$ cat config.mk
export PLATFORM = sky130hd
export DESIGN_NAME = uart_hex_printer
export DESIGN_NICKNAME = d
export VERILOG_FILES = /design/src/rtl/uart_pkg.sv /design/src/rtl/nibble_to_ascii.sv /design/src/rtl/uart_hex_printer.sv
export SDC_FILE = /design/constraint.sdc
export NUM_CORES = 1
export LEC_CHECK = 0
export ABC_AREA = 0
export ABC_CLOCK_PERIOD_IN_PS = 3100
export CORE_AREA = 3 3 73 75
export CTS_CLUSTER_DIAMETER = 80
export CTS_CLUSTER_SIZE = 40
export DETAILED_ROUTE_END_ITERATION = 16
export DIE_AREA = 0 0 76 78
export PLACE_DENSITY = 0.78
export SETUP_SLACK_MARGIN = 0.15
export SLEW_MARGIN = 20
export SYNTH_ARGS = -nofsm -noshare
export SYNTH_HDL_FRONTEND = slang
export SYNTH_HIERARCHICAL = 1
export SYNTH_SLANG_ARGS = --single-unit
$ cat constraint.sdc
create_clock -name clk -period 3.1 [get_ports clk]
set_input_delay 0.465 -clock clk [delete_from_list [all_inputs] [get_ports clk]]
set_output_delay 0.465 -clock clk [all_outputs]
set_load 0.005 [all_outputs]
$ cat src/rtl/uart_pkg.sv
// Shared constants for the UART debug-print path.
//   ASCII_*  : fixed characters used around the hex digits
//   state_t  : hex printer FSM states
package uart_pkg;

  localparam logic [7:0] ASCII_0  = 8'h30;
  localparam logic [7:0] ASCII_X  = 8'h78;
  localparam logic [7:0] ASCII_CR = 8'h0D;
  localparam logic [7:0] ASCII_LF = 8'h0A;

  typedef enum logic [1:0] {
    ST_IDLE = 2'd0,
    ST_EMIT = 2'd1,
    ST_GAP  = 2'd2,
    ST_FIN  = 2'd3
  } state_t;

endpackage

$ cat src/rtl/nibble_to_ascii.sv
// Combinational hex digit encoder.
//   i_nibble : 4-bit value 0..15
//   o_ascii  : '0'..'9', then 'A'..'F' (UPPERCASE != 0) or 'a'..'f'
import uart_pkg::*;

module nibble_to_ascii #(
  parameter int unsigned UPPERCASE = 1
) (
  input  logic [3:0] i_nibble,
  output logic [7:0] o_ascii
);

  always_comb begin
    if (i_nibble < 4'd10) begin
      o_ascii = ASCII_0 + {4'h0, i_nibble};
    end else begin
      o_ascii = ((UPPERCASE != 0) ? 8'h37 : 8'h57) + {4'h0, i_nibble};
    end
  end

endmodule

$ cat src/rtl/uart_hex_printer.sv
// Formats a 32-bit value as ASCII hex ("0x" digits CR LF, each part optional)
// and writes it byte by byte into the UART transmitter FIFO.
//   clk, rst          : clock, synchronous active-high reset
//   print_req         : start request, accepted only when idle
//   print_value       : value to print, captured on acceptance
//   busy, done        : busy from acceptance to done; done is a 1-cycle pulse
//   fifo_ready        : transmitter FIFO can take a byte (one cycle stale)
//   start_uart        : 1-cycle write strobe
//   uart_tx_data      : byte written while start_uart is high
import uart_pkg::*;

module uart_hex_printer #(
  parameter int unsigned NIBBLES    = 8,
  parameter int unsigned PREFIX_EN  = 1,
  parameter int unsigned NEWLINE_EN = 1,
  parameter int unsigned UPPERCASE  = 1
) (
  input  logic        clk,
  input  logic        rst,
  input  logic        print_req,
  input  logic [31:0] print_value,
  output logic        busy,
  output logic        done,
  input  logic        fifo_ready,
  output logic        start_uart,
  output logic [7:0]  uart_tx_data
);

  localparam int unsigned PFX = (PREFIX_EN != 0) ? 2 : 0;
  localparam int unsigned NL  = (NEWLINE_EN != 0) ? 2 : 0;
  localparam int unsigned N   = PFX + NIBBLES + NL;
  localparam int unsigned IW  = $clog2(N + 1);

  state_t          r_state, w_state_nxt;
  logic [31:0]     r_value;
  logic [IW-1:0]   r_idx, w_idx_nxt;
  logic            r_busy, w_busy_nxt;
  logic            r_done, w_done_nxt;
  logic            r_start, w_start_nxt;
  logic [7:0]      r_data, w_data_nxt;
  logic            w_load;
  logic [3:0]      w_nib;
  logic [7:0]      w_ascii;
  logic [7:0]      w_byte;

  // Digit position j (0 = most significant printed nibble) lives at idx PFX+j.
  always_comb begin
    w_nib = '0;
    for (int unsigned j = 0; j < NIBBLES; j++) begin
      if (r_idx == IW'(PFX + j)) begin
        w_nib = r_value[(NIBBLES - 1 - j) * 4 +: 4];
      end
    end
  end

  nibble_to_ascii #(
    .UPPERCASE(UPPERCASE)
  ) u_nib (
    .i_nibble(w_nib),
    .o_ascii (w_ascii)
  );

  always_comb begin
    w_byte = w_ascii;
    if (PREFIX_EN != 0 && r_idx == IW'(0)) begin
      w_byte = ASCII_0;
    end else if (PREFIX_EN != 0 && r_idx == IW'(1)) begin
      w_byte = ASCII_X;
    end else if (NEWLINE_EN != 0 && r_idx == IW'(PFX + NIBBLES)) begin
      w_byte = ASCII_CR;
    end else if (NEWLINE_EN != 0 && r_idx == IW'(PFX + NIBBLES + 1)) begin
      w_byte = ASCII_LF;
    end
  end

  // Next-state logic. The mandatory GAP after every write limits the rate to
  // one byte per two clocks, which hides the staleness of fifo_ready.
  always_comb begin
    w_state_nxt = r_state;
    case (r_state)
      ST_IDLE: if (print_req) w_state_nxt = ST_EMIT;
      ST_EMIT: if (fifo_ready) w_state_nxt = ST_GAP;
      ST_GAP:  w_state_nxt = (r_idx == IW'(N)) ? ST_FIN : ST_EMIT;
      ST_FIN:  w_state_nxt = ST_IDLE;
      default: w_state_nxt = ST_IDLE;
    endcase
  end

  // Output/datapath next values; everything is registered below.
  always_comb begin
    w_load      = 1'b0;
    w_idx_nxt   = r_idx;
    w_busy_nxt  = r_busy;
    w_done_nxt  = 1'b0;
    w_start_nxt = 1'b0;
    w_data_nxt  = r_data;
    case (r_state)
      ST_IDLE: begin
        if (print_req) begin
          w_load     = 1'b1;
          w_idx_nxt  = '0;
          w_busy_nxt = 1'b1;
        end
      end
      ST_EMIT: begin
        if (fifo_ready) begin
          w_start_nxt = 1'b1;
          w_data_nxt  = w_byte;
          w_idx_nxt   = r_idx + IW'(1);
        end
      end
      ST_FIN: begin
        w_done_nxt = 1'b1;
        w_busy_nxt = 1'b0;
      end
      default: ;
    endcase
  end

  always_ff @(posedge clk) begin
    if (rst) begin
      r_state <= ST_IDLE;
      r_value <= '0;
      r_idx   <= '0;
      r_busy  <= 1'b0;
      r_done  <= 1'b0;
      r_start <= 1'b0;
      r_data  <= '0;
    end else begin
      r_state <= w_state_nxt;
      if (w_load) r_value <= print_value;
      r_idx   <= w_idx_nxt;
      r_busy  <= w_busy_nxt;
      r_done  <= w_done_nxt;
      r_start <= w_start_nxt;
      r_data  <= w_data_nxt;
    end
  end

  assign busy         = r_busy;
  assign done         = r_done;
  assign start_uart   = r_start;
  assign uart_tx_data = r_data;

endmodule

After elaboration in Yosys (flattened, before gate mapping). Cells that the tools add are included.

Add/sub/neg operators: 3. Order comparisons: 1. Equal/unequal tests: 17. Muxes and demuxes: 26. Bitwise gates (word level): 1. Reductions and logical operators: 9.

Operators by type and width (number): $mux W4 (10); $mux W8 (5); $eq A4 B4 Y1 const B (5); $eq A4 B3 Y1 const B (4); $add A6 B4 Y7 const A (2); $eq A4 B2 Y1 const B (2); $pmux W2 S4 (1); $pmux W4 S2 (1); $mux W2 (3); $reduce_and A2 Y1 (3); $mux W1 (5); $add A4 B1 Y4 const B (1); $eq A2 B2 Y1 const B (2); $eq A4 B1 Y1 const B (1); $logic_not A4 Y1 (1); $lt A4 B4 Y1 const B (1); $ne A2 B2 Y1 const B (2); $reduce_bool A2 Y1 (2); $reduce_and A3 Y1 (1); $eq A2 B1 Y1 const B (1); $logic_not A2 Y1 (1); $pmux W1 S2 (1); $reduce_or A2 Y1 (1); $not A1 Y1 (1).

Flip-flop bits (word level): 49. Input bits: 36. Output and inout port bits: 11. Logic and storage cells: 64.

Longest topological paths before layout.
Word-level depth: 15. Mapped depth: 15. Depth with buffers taken out: 13.

Modules after synthesis. The synthesis kept the hierarchy.

By module, submodules not included: uart_hex_printer (instances 1, cells an instance 298, area each 2321.0 µm², sequential area each 980.9 µm²); nibble_to_ascii (instances 1, cells an instance 16, area each 105.1 µm², sequential area each 0.0 µm²).

Worst setup path after synthesis. OpenSTA, ideal clock, no wires.

Kind: register to register. Start: register r_idx[0]. End: register r_data[2], in the netlist uart_tx_data[2]. Data arrival time: 2710 ps. Setup slack: 262 ps. Cell stages (with the launch flop): 15. Buffers on the path: 1. Cell sequence: dfxtp_1 > inv_1 > ha_1 > buf_6 > or2_4 > nand2_1 > o21ai_0 > o311ai_1 > inv_1 > ha_1 > nand2_2 > mux2_1 > a22o_1 > a22oi_1 > nor2_1.

Longest elaborated chain between the ends: 15. Elaborated cells on any way between the ends: 28. Classes of those cells: add/sub (2); order compare (1); eq/ne (11); mux (13); reduce/logical (1).

Ends and longest elaborated chain: from (decl) (line uart_hex_printer.sv:36) `logic [IW-1:0] r_idx, w_idx_nxt;`; from (signal assigned) (line uart_hex_printer.sv:132) `r_idx <= w_idx_nxt;`; $eq A4 B2 Y1 (line uart_hex_printer.sv:50) `if (r_idx == IW'(PFX + j)) begin`; $mux W4 (7 in series) (line uart_hex_printer.sv:50); $mux W4 (*) (line uart_hex_printer.sv:50); via w_nib[1] (line uart_hex_printer.sv:42) `logic [3:0] w_nib;`; $add A6 B4 Y7 (tied with other cells) (line nibble_to_ascii.sv:17) `o_ascii = ((UPPERCASE != 0) ? 8'h37 : 8'h57) + {4'h0, i_nibble};`; $mux W8 (*) (line nibble_to_ascii.sv:14) `if (i_nibble < 4'd10) begin`; via w_ascii[2] (line uart_hex_printer.sv:43) `logic [7:0] w_ascii;`; $mux W8 (*) (line uart_hex_printer.sv:71) `end else if (NEWLINE_EN != 0 && r_idx == IW'(PFX + NIBBLES + 1)) begin`; $mux W8 (*) (line uart_hex_printer.sv:69) `end else if (NEWLINE_EN != 0 && r_idx == IW'(PFX + NIBBLES)) begin`; $mux W8 (*) (line uart_hex_printer.sv:67) `end else if (PREFIX_EN != 0 && r_idx == IW'(1)) begin`; $mux W8 (*) (line uart_hex_printer.sv:65) `if (PREFIX_EN != 0 && r_idx == IW'(0)) begin`; to (signal assigned) (line uart_hex_printer.sv:136) `r_data <= w_data_nxt;`; to (decl) (line uart_hex_printer.sv:40) `logic [7:0] r_data, w_data_nxt;`.

Mark *: on every way through the listed nets, which the timed path passes. The rest lies on a longest branch. A chain may end at the register's enable or synchronous reset.

Worst setup path after layout. Ends and elaborated chain as after synthesis.

==> run metrics <==
largest net degree at the start of global routing=50; Num CTS Buffers=5; number of synthesized flops with an enable pin=0; Via Count=roughly 2200; post-synthesis xor/xnor area fraction=~1.1%; Area contributors post-synth=dfxtp_1, nand2_1, a21oi_1, buf_6, o21ai_0; Antenna Cells=0; Comb pwr share=roughly 14%; final clock skew=0.009412 ns; wire per inst=approximately 12 um; DRC=0; share of layout cells above drive strength 1=8.499%; Area growth, synth to finish=23.41%; Compound-Gate Fraction of Synth Area=22.12%; clk sinks=49; pre-CTS WS=0.1332 ns; Synth Warn #=6; H-tree levels=2; sequential area share after synthesis=40.43%; Post-Synthesis Cells=314; initial antenna violation count=0; min Tclk post-route=2.778 ns; Worst-Skew Late Latency=~0.30 ns; grt total ovfl=0; maxcap violations=0; min setup slack post-route=0.3224 ns; status=complete, no violations; data arrival time of the critical path=2.95 ns; die width=76 um; Setup TNS Final=0 ns; Fillers=435; Die Area=0.005928 mm2; Hold Crit Class=reg2reg; port bufs=46; final instance area=roughly 0.0030 mm2; Max Freq=360.0 MHz; CP Max Fanout=10; Initial Utilization=51.36%; CTS clk-pin slew, worst paths=0.09 ns; placed wire-length estimate=approximately 3700 um; sequential power share=56.0%; syn_area_per_cell=just under 8 um2; Hold-fix buffers, CTS=0; worst hold path depth=2; count of cell types in the netlist=45; switching power=0.3138 mW; sw frac=25.61%; mux cell area share after synthesis=0.8767%; clock share of power=29.9%; RSZ-0062 raised after global routing=false; die extent in y=78 um; adder-cell share of the synthesized area=2.579%; Synth Net Count=355; core area=0.004723 mm2; Total Power=~1.2 mW; Register Area=982.2 um2; Global Route Usage Sum=16.90%; required time of the critical path=between 3 and 4 ns; combinational family with the most area after synthesis=simple AND/OR/NAND/NOR gates; Vias/cell=5.148; mapped cell area=0.002426 mm2; Hold Vio Cnt, Final=0; flops & latches, synth=49; placed cells=between 400 and 500; Placer Congestion=between 0.8 and 0.9; NumNets Final=393; Rows=25; Layout Cells excl Fill=420; Internal Power=0.9114 mW; CTS tree=done; Simple-Gate Fraction of Synth Area=between 20% and 30%; max-slew violations=0; # IOs=47; fin crit share=between 80% and 90%; Startpoint Class=register; multi-input logic area=roughly 0.0013 mm2; main flop type after synthesis=dfxtp_1; R2R Setup Slk=0.32 ns; area leader, netlist=dfxtp_1; crit end category=register; Synth top area share=40.43%; leakage=1.073 nW; Iter 0 DRT Violations=173; ANT nets after route=0; Synth async-reset ratio=0%; root buf cell=clkbuf_8; Worst R2R Path Depth=13; vias in the first global route=around 1900; # Post-CTS Setup Buffers=0; CP Class=reg2reg; Slew @ Worst Pin=0.5196 ns; Area after DPL=0.002868 mm2; global-route wire length before repair=8349 um; final setup vio count=0; Max rail drop VDD=0.2254 mV; worst rel slew slack=65.30%; Max clock buf depth=2; Total Wirelength=slightly above 5000 um; Pwr per Cell Area=409.2 mW/mm2; 1st-pass router iterations=4
==> cells in the mapped netlist (3+ instances only) <==
cell and n:
nand2_1 94, dfxtp_1 49, a21oi_1 46, nor2_1 19
o21ai_0 16, buf_2 10, buf_6 8, inv_1 6
ha_1 5, nor2b_1 5, clkbuf_1 4, a211oi_1 3
a221o_1 3, a22oi_1 3, nand2b_1 3, o311ai_1 3
==> state kept, by name, indices dropped and copies added, names as in the netlist <==
signal        cells
busy              1
done              1
r_idx             4
r_state           2
r_value          32
start_uart        1
uart_tx_data      8
==> final timing paths <==
| check | startpoint | to |
|---|---|---|
| hold reg to reg | r_value[29]$_SDFFE_PP0P_ | r_value[29]$_SDFFE_PP0P_ |
| setup reg to reg | r_idx[0]$_SDFFE_PP0P_ | uart_tx_data[2]$_SDFFE_PP0P_ |
| hold / removal | r_value[29]$_SDFFE_PP0P_ | r_value[29]$_SDFFE_PP0P_ |
| setup / recovery | r_idx[0]$_SDFFE_PP0P_ | uart_tx_data[2]$_SDFFE_PP0P_ |
==> power by group through the flow <==
stage | logic [mW] | clock network [mW] | registers, mW
2_1_floorplan | 0.114 | 0 | 0.691
3_3_place_gp | 0.167 | 0 | 0.700
3_5_place_dp | 0.171 | 0 | 0.700
4_1_cts | 0.172 | 0.378 | 0.686
5_1_grt | 0.192 | 0.402 | 0.690
6_report | 0.173 | 0.366 | 0.686
==> layer usage <==
metal,track usage [%],share of wire [%],vias to the layer above
met5,0,0,-
met4,5.978,1.3,0
met3,3.132,5.0,7
met2,27.66,47,52
met1,22.37,47,970
li1,-,-,1133
==> cell usage in the layout (no fill, tap or decap), drive strengths merged, types with 3 or more instances in the layout <==
master	instances
nand2b	3
a21oi	47
a211oi	3
nor2b	5
buf	9
a221o	3
o311ai	3
clkbuf	6
clkdlybuf4s50	46
ha	5
nor3b	3
nor2	19
nand2	95
nand3b	3
o21ai	18
a22oi	3
inv	6
dfxtp	49
==> what timing repair did <==
item	4_1_cts	5_1_grt
cloned	0	0
hold endpoints to repair	0	0
endpoints found under the setup margin	2	4
pin swaps	0	2
resized for setup	1	7
==> critical path, stage by stage, from the launching register on <==
cell      delay [ns]
dfxtp_2         0.41
inv_1           0.09
ha_2            0.26
nor2b_1         0.22
a221o_1         0.19
a21oi_1         0.05
o311ai_1        0.34
inv_1           0.09
ha_1            0.21
nand2_2         0.07
mux2_1          0.31
a22o_1          0.19
a22oi_1         0.15
nor2_1          0.05
==> layout make-up <==
class	instances	share of cell area (%)
clock buffers	6	2.424
flip-flops and latches	49	32.80
inverters	6	0.7522
clock inverters	2	0.5015
multi-input cells	235	43.08
repair buffers	55	17.63
well taps	67	2.800
==> logic make-up (layout without fill, tap and decap cells) <==
family / count (synthesis) / after routing
AND/OR/NAND/NOR: 135 / 135
AO/OA/AOI/OAI: 89 / 89
flip-flops: 49 / 49
buffers and inverters: 30 / 69
adder cells (fa/ha/maj): 5 / 5
XOR/XNOR: 3 / 3
multiplexers: 2 / 2
other: 1 / 1
==> stage by stage <==
stage	hold slack (ns)	util [%]
6_report	0.4588	63.39
3_5_place_dp	0.4480	60.72
2_1_floorplan	0.4332	-
5_1_grt	0.4760	63.39
4_1_cts	0.4596	62.73
3_3_place_gp	0.4441	60.72
(Power assumes the default switching activity.)
